--- src/rtl/fifo_stream_reader.sv ---
// Drains a 1-cycle-latency synchronous FIFO into a valid/ready stream via a
// 2-entry skid buffer, framing beats into fixed-length packets.
module fifo_stream_reader #(
  parameter int WIDTH   = 8,
  parameter int PKT_LEN = 4,
  parameter int CNT_W   = 16
) (
  input  logic             clk_i,
  input  logic             rst_i,
  input  logic             fifo_empty_i,
  input  logic [WIDTH-1:0] fifo_rdata_i,
  output logic             fifo_rd_en_o,
  output logic             m_valid_o,
  input  logic             m_ready_i,
  output logic [WIDTH-1:0] m_data_o,
  output logic             m_last_o,
  output logic [CNT_W-1:0] pkt_cnt_o
);

  localparam int BW = (PKT_LEN > 1) ? $clog2(PKT_LEN) : 1;
  localparam logic [BW-1:0] BEAT_MAX = BW'(PKT_LEN - 1);

  logic [1:0]       occ_q, occ_d;
  logic             infl_q;
  logic             valid_q;
  logic [WIDTH-1:0] head_q, head_d;
  logic [WIDTH-1:0] tail_q, tail_d;
  logic [BW-1:0]    beat_q, beat_d;
  logic [CNT_W-1:0] pkt_q, pkt_d;
  logic             pop;
  logic [2:0]       level;

  assign pop   = valid_q & m_ready_i;
  // Words held plus the one in flight, minus the one leaving this edge.
  assign level = {1'b0, occ_q} + {2'b00, infl_q} - {2'b00, pop};

  assign fifo_rd_en_o = rst_i & ~fifo_empty_i & (level < 3'd2);
  assign m_valid_o    = valid_q;
  assign m_data_o     = head_q;
  assign m_last_o     = valid_q & (beat_q == BEAT_MAX);
  assign pkt_cnt_o    = pkt_q;

  always_comb begin
    occ_d  = occ_q;
    head_d = head_q;
    tail_d = tail_q;
    beat_d = beat_q;
    pkt_d  = pkt_q;

    case ({pop, infl_q})
      2'b11: begin
        if (occ_q == 2'd1) begin
          head_d = fifo_rdata_i;
        end else begin
          head_d = tail_q;
          tail_d = fifo_rdata_i;
        end
      end
      2'b10: begin
        // Keep the old head visible once the buffer drains to empty.
        if (occ_q == 2'd2) head_d = tail_q;
        occ_d = occ_q - 2'd1;
      end
      2'b01: begin
        if (occ_q == 2'd0) head_d = fifo_rdata_i;
        else               tail_d = fifo_rdata_i;
        occ_d = occ_q + 2'd1;
      end
      default: ;
    endcase

    if (pop) begin
      if (beat_q == BEAT_MAX) begin
        beat_d = '0;
        pkt_d  = pkt_q + 1'b1;
      end else begin
        beat_d = beat_q + 1'b1;
      end
    end
  end

  always_ff @(posedge clk_i) begin
    if (!rst_i) begin
      occ_q   <= '0;
      infl_q  <= 1'b0;
      valid_q <= 1'b0;
      head_q  <= '0;
      tail_q  <= '0;
      beat_q  <= '0;
      pkt_q   <= '0;
    end else begin
      occ_q   <= occ_d;
      infl_q  <= fifo_rd_en_o;
      valid_q <= (occ_d != 2'd0);
      head_q  <= head_d;
      tail_q  <= tail_d;
      beat_q  <= beat_d;
      pkt_q   <= pkt_d;
    end
  end

endmodule

--- config.mk ---
export PLATFORM = sky130hd
export DESIGN_NAME = fifo_stream_reader
export DESIGN_NICKNAME = d
export VERILOG_FILES = /design/src/rtl/fifo_stream_reader.sv
export SDC_FILE = /design/constraint.sdc
export NUM_CORES = 1
export LEC_CHECK = 0
export ABC_AREA = 1
export CAP_MARGIN = 15
export CELL_PAD_IN_SITES_DETAIL_PLACEMENT = 1
export CELL_PAD_IN_SITES_GLOBAL_PLACEMENT = 1
export CORE_MARGIN = 3
export CORE_UTILIZATION = 40
export CTS_CLUSTER_SIZE = 30
export DETAILED_ROUTE_END_ITERATION = 10
export PLACE_DENSITY_LB_ADDON = 0.12
export SETUP_SLACK_MARGIN = 0.3
export SLEW_MARGIN = 5
export SYNTH_ARGS = -nofsm -noshare
export SYNTH_HDL_FRONTEND = slang
export SYNTH_SLANG_ARGS = --single-unit
--- constraint.sdc ---
create_clock -name clk_i -period 5.25 [get_ports clk_i]
set_clock_uncertainty 0.15 [all_clocks]
set_input_delay 1.3125 -clock clk_i [delete_from_list [all_inputs] [get_ports clk_i]]
set_output_delay 1.3125 -clock clk_i [all_outputs]
set_load 0.1 [all_outputs]
==> run_results.csv, run 1 <==
group,metric,value,unit
worst_setup_path,cp.arrival,3.33,ns
detailed_routing,drt-initial-drc-count,120,
clock_network,htree_levels,2,
global_route,first_global_vias,2046,
detailed_routing,vias,2001,
clock_network,ctsLongestPathBuffers,2,
die,start_util,42.3,%
synthesis,ys_warn_count,0,
sta,worst_pin_slew,0.971,ns
sta,worst_slack,0.453,ns
sta,setup_viol,0,
placement,pre_cts_slack,0.445,ns
power,comb_power_share,43.0,%
worst_setup_path,cp.required,3.79,ns
die,row_count,25,
clock_network,numCtsBuffers,5,
min_path,hold_path_class,"reg -> reg",
clock_network,cts-root-buf,"clkbuf_8",
synthesis,synth_area_leader_cell,"dfxtp_1",
worst_setup_path,r2r_slack,3.28,ns
power,p_sw,0.000429,W
min_path,whs_endpoint,"m_data_o[3]",
detailed_routing,vias_per_cell,5.09,
finish,fin_nets,347,
min_path,holdCritStartpoint,"m_data_o[3]",
finish,area.growth.synth_to_final,27.4,%
sta,slew_viol_final,0,
synthesis,synth_async_sr_flop_share,0,%
sta,fin_crit,4.80,ns
placement,portBuffers,38,
power,seq_power_share,35.6,%
finish,utilization,53.8,%
worst_setup_path,end_kind,"primary output",
die,coreArea,4820,um2
worst_setup_path,r2r_cells,11,
power,clockPowerShare,21.4,%
global_route,globalRouteMet3Util,4.29,%
placement,place_congestion,0.774,
die,chipHeight,77.3,um
synthesis,yosysSeqAreaShare,37.4,%
clock_network,post_cts_resized,0,
synthesis,synth_edf_count,0,
synthesis,syn_inst,285,
detailed_routing,drtAntennaViolNets,0,
power,irDropWorstVdd,0.273,mV
synthesis,ys_top_cells_by_count,"66 x nand2_1, 38 x dfxtp_1, 30 x inv_1",
detailed_routing,drt-pass1-iter-count,4,
synthesis,synth_area,2040,um2
worst_setup_path,critPathLaunchType,"input pin",
synthesis,synth_nets,307,
detailed_routing,drt_wl_total,5240,um
finish,drive_above_1_share,10.1,%
sta,hold_viol,0,
sta,final.setup.tns,0,ns
clock_network,cts_setup_buffers,0,
global_route,track_usage,19.3,%
global_route,grt_max_degree,20,
clock_network,cts_hold_buf,0,
placement,place_hpwl,3910,um
worst_setup_path,crit_fanout,7,
worst_setup_path,r2r-end,"m_data_o[2]",
synthesis,ys_ff_latch,38,
synthesis,synth_top_area_share,37.4,%
detailed_routing,routedWlPerCell,13.3,um
global_route,gr-usage-met1,25.2,%
synthesis,ys.flop_type,"dfxtp_1",
clock_network,clkTransAtPathRegs,0.07,ns
power,switching_share,43.5,%
clock_network,cts_tree,"done",
synthesis,avgSynthCellArea,7.14,um2
synthesis,yosysMostFrequentCell,"nand2_1",
global_route,use_met2,31.9,%
sta,finalCritPeriodShare,91.4,%
global_route,antenna_found_initial,0,
status,status,"complete, no violations",
job,cap_viol_max_count,0,
synthesis,synth_area_leaders,"dfxtp_1 37%, nand2_1 12%, ha_1 5.5%",
sta,fmax,208,MHz
die,die_area,5980,um2
min_path,holdPathStages,2,
synthesis,yosysUniqueCellTypes,29,
finish,num_antenna_cells,0,
worst_setup_path,regToRegStartpoint,"m_valid_o",
clock_network,clkLatencyLatePin,0.29,ns
detailed_routing,drcViolationCount,0,
die,dieWidth,77.3,um
clock_network,cts.sinks,38,
worst_setup_path,path_class,"in -> out",
die,io_pins,39,
sta,rsz0062_at_grt,"false",
global_route,overflow,0,
power,leakagePower,1.08,nW
global_route,busiest_layer,"met2",
global_route,grt_pass1_wl,9390,um
sta,slew_headroom,35.1,%
power,powerDensity,380,nW/um2
power,intPower,0.000556,W
-- cell type report --
cell class | instances | area [um2]
timing repair buffer | 41 | 413
inverter | 37 | 149
fill | 650 | 2220
tap | 67 | 83.8
clock inverter | 1 | 5.00
clock buffer | 7 | 86.3
multi-input combinational | 202 | 1100
sequential | 38 | 761
-- layout by cell type, fill, tap and decap left out --
cell | netlist | layout
inv_4 | 2 | 2
nor2_2 | 6 | 6
a31oi_1 | 1 | 1
nand3_1 | 13 | 13
xnor2_1 | 1 | 1
nor3_1 | 9 | 8
nand3_2 | 1 | 1
o21bai_1 | 1 | 1
nand2_1 | 66 | 66
dfxtp_1 | 38 | 38
o21ai_1 | 4 | 4
nand4_1 | 4 | 4
nor3_4 | 0 | 1
o21ai_0 | 19 | 19
clkdlybuf4s50_1 | 0 | 37
o211ai_1 | 10 | 10
nand2_2 | 5 | 5
buf_12 | 0 | 1
inv_2 | 3 | 3
ha_1 | 9 | 9
inv_1 | 30 | 30
buf_4 | 1 | 3
nand2_4 | 1 | 1
nor2_8 | 2 | 2
clkbuf_8 | 0 | 6
clkinv_1 | 1 | 1
clkinv_2 | 0 | 1
xor2_1 | 3 | 3
clkbuf_1 | 0 | 1
nor2_1 | 24 | 24
fa_1 | 1 | 1
a21oi_1 | 22 | 22
inv_6 | 1 | 1
-- worst max-delay path, cell delays in order --
cell and delay (ns):
clkdlybuf4s50_1 0.51, nand2_4 0.11, ha_1 0.32, nand2_1 0.09, fa_1 0.48, nand2_1 0.11, nor3_4 0.22, buf_12 0.20
-- metal layers --
layer | wire (um) | share of wire, % | vias up
met5 | 0 | 0 | -
met1 | 2520 | 48 | 955
li1 | - | - | 1001
met2 | 2480 | 47 | 39
met3 | 183 | 3.5 | 6
met4 | 59 | 1.1 | 0
-- how the worst max path moves through the flow --
stage | start | to | slack, ns | cells past startpoint
final | m_ready_i | fifo_rd_en_o | 0.45 | 8
after global routing | m_ready_i | fifo_rd_en_o | 0.35 | 8
after CTS | m_ready_i | fifo_rd_en_o | 0.43 | 8
after detailed placement | m_ready_i | fifo_rd_en_o | 0.44 | 8
after global placement | m_ready_i | fifo_rd_en_o | 0.50 | 8
after floorplan | m_ready_i | fifo_rd_en_o | 0.40 | 7
-- per-stage QoR --
stage	instance area (um2)	hold WS (ns)	total power [W]	std cells
CTS	2590	0.320	0.000997	393
global placement	2500	0.304	0.000769	385
finish	2590	0.315	0.000985	393
detailed placement	2500	0.309	0.000782	385
global route	2590	0.340	0.00106	393
floorplan	2050	0.309	0.000674	285
-- power by group through the flow --
| stage | registers [W] | logic (W) | clock network (W) |
|---|---|---|---|
| 4_1_cts | 0.000351 | 0.000428 | 0.000218 |
| 3_5_place_dp | 0.000357 | 0.000425 | 0 |
| 6_report | 0.000351 | 0.000423 | 0.000211 |
| 2_1_floorplan | 0.000460 | 0.000214 | 0 |
| 3_3_place_gp | 0.000355 | 0.000414 | 0 |
| 5_1_grt | 0.000356 | 0.000466 | 0.000233 |
-- state kept, by name, summed over array words and instances, names as in the netlist --
name and cells:
beat_q 2, infl_q 1, m_data_o 8, m_valid_o 1
occ_q 2, pkt_cnt_o 16, tail_q 8
-- cells by family (layout without fill, tap and decap cells) --
logic type               after synthesis  in the layout  synth area share [%]
AND/OR/NAND/NOR                      131            131                  29.6
AO/OA/AOI/OAI                         57             57                  15.4
buffers and inverters                 45             86                  9.34
flip-flops                            38             38                  37.4
adder cells (fa/ha/maj)               10             10                  6.52
XOR/XNOR                               4              4                  1.72
Note: power is estimated with default switching activity, not from simulation.
==> inputs of run 2 (changes only) <==
--- a/config.mk
+++ b/config.mk
@@ -6,7 +6,6 @@
 export NUM_CORES = 1
 export LEC_CHECK = 0
 export ABC_AREA = 1
-export CAP_MARGIN = 15
 export CELL_PAD_IN_SITES_DETAIL_PLACEMENT = 1
 export CELL_PAD_IN_SITES_GLOBAL_PLACEMENT = 1
 export CORE_MARGIN = 3
==> results of run 2 <==
Final layout, timing and power as in run 1 (identical DEF).
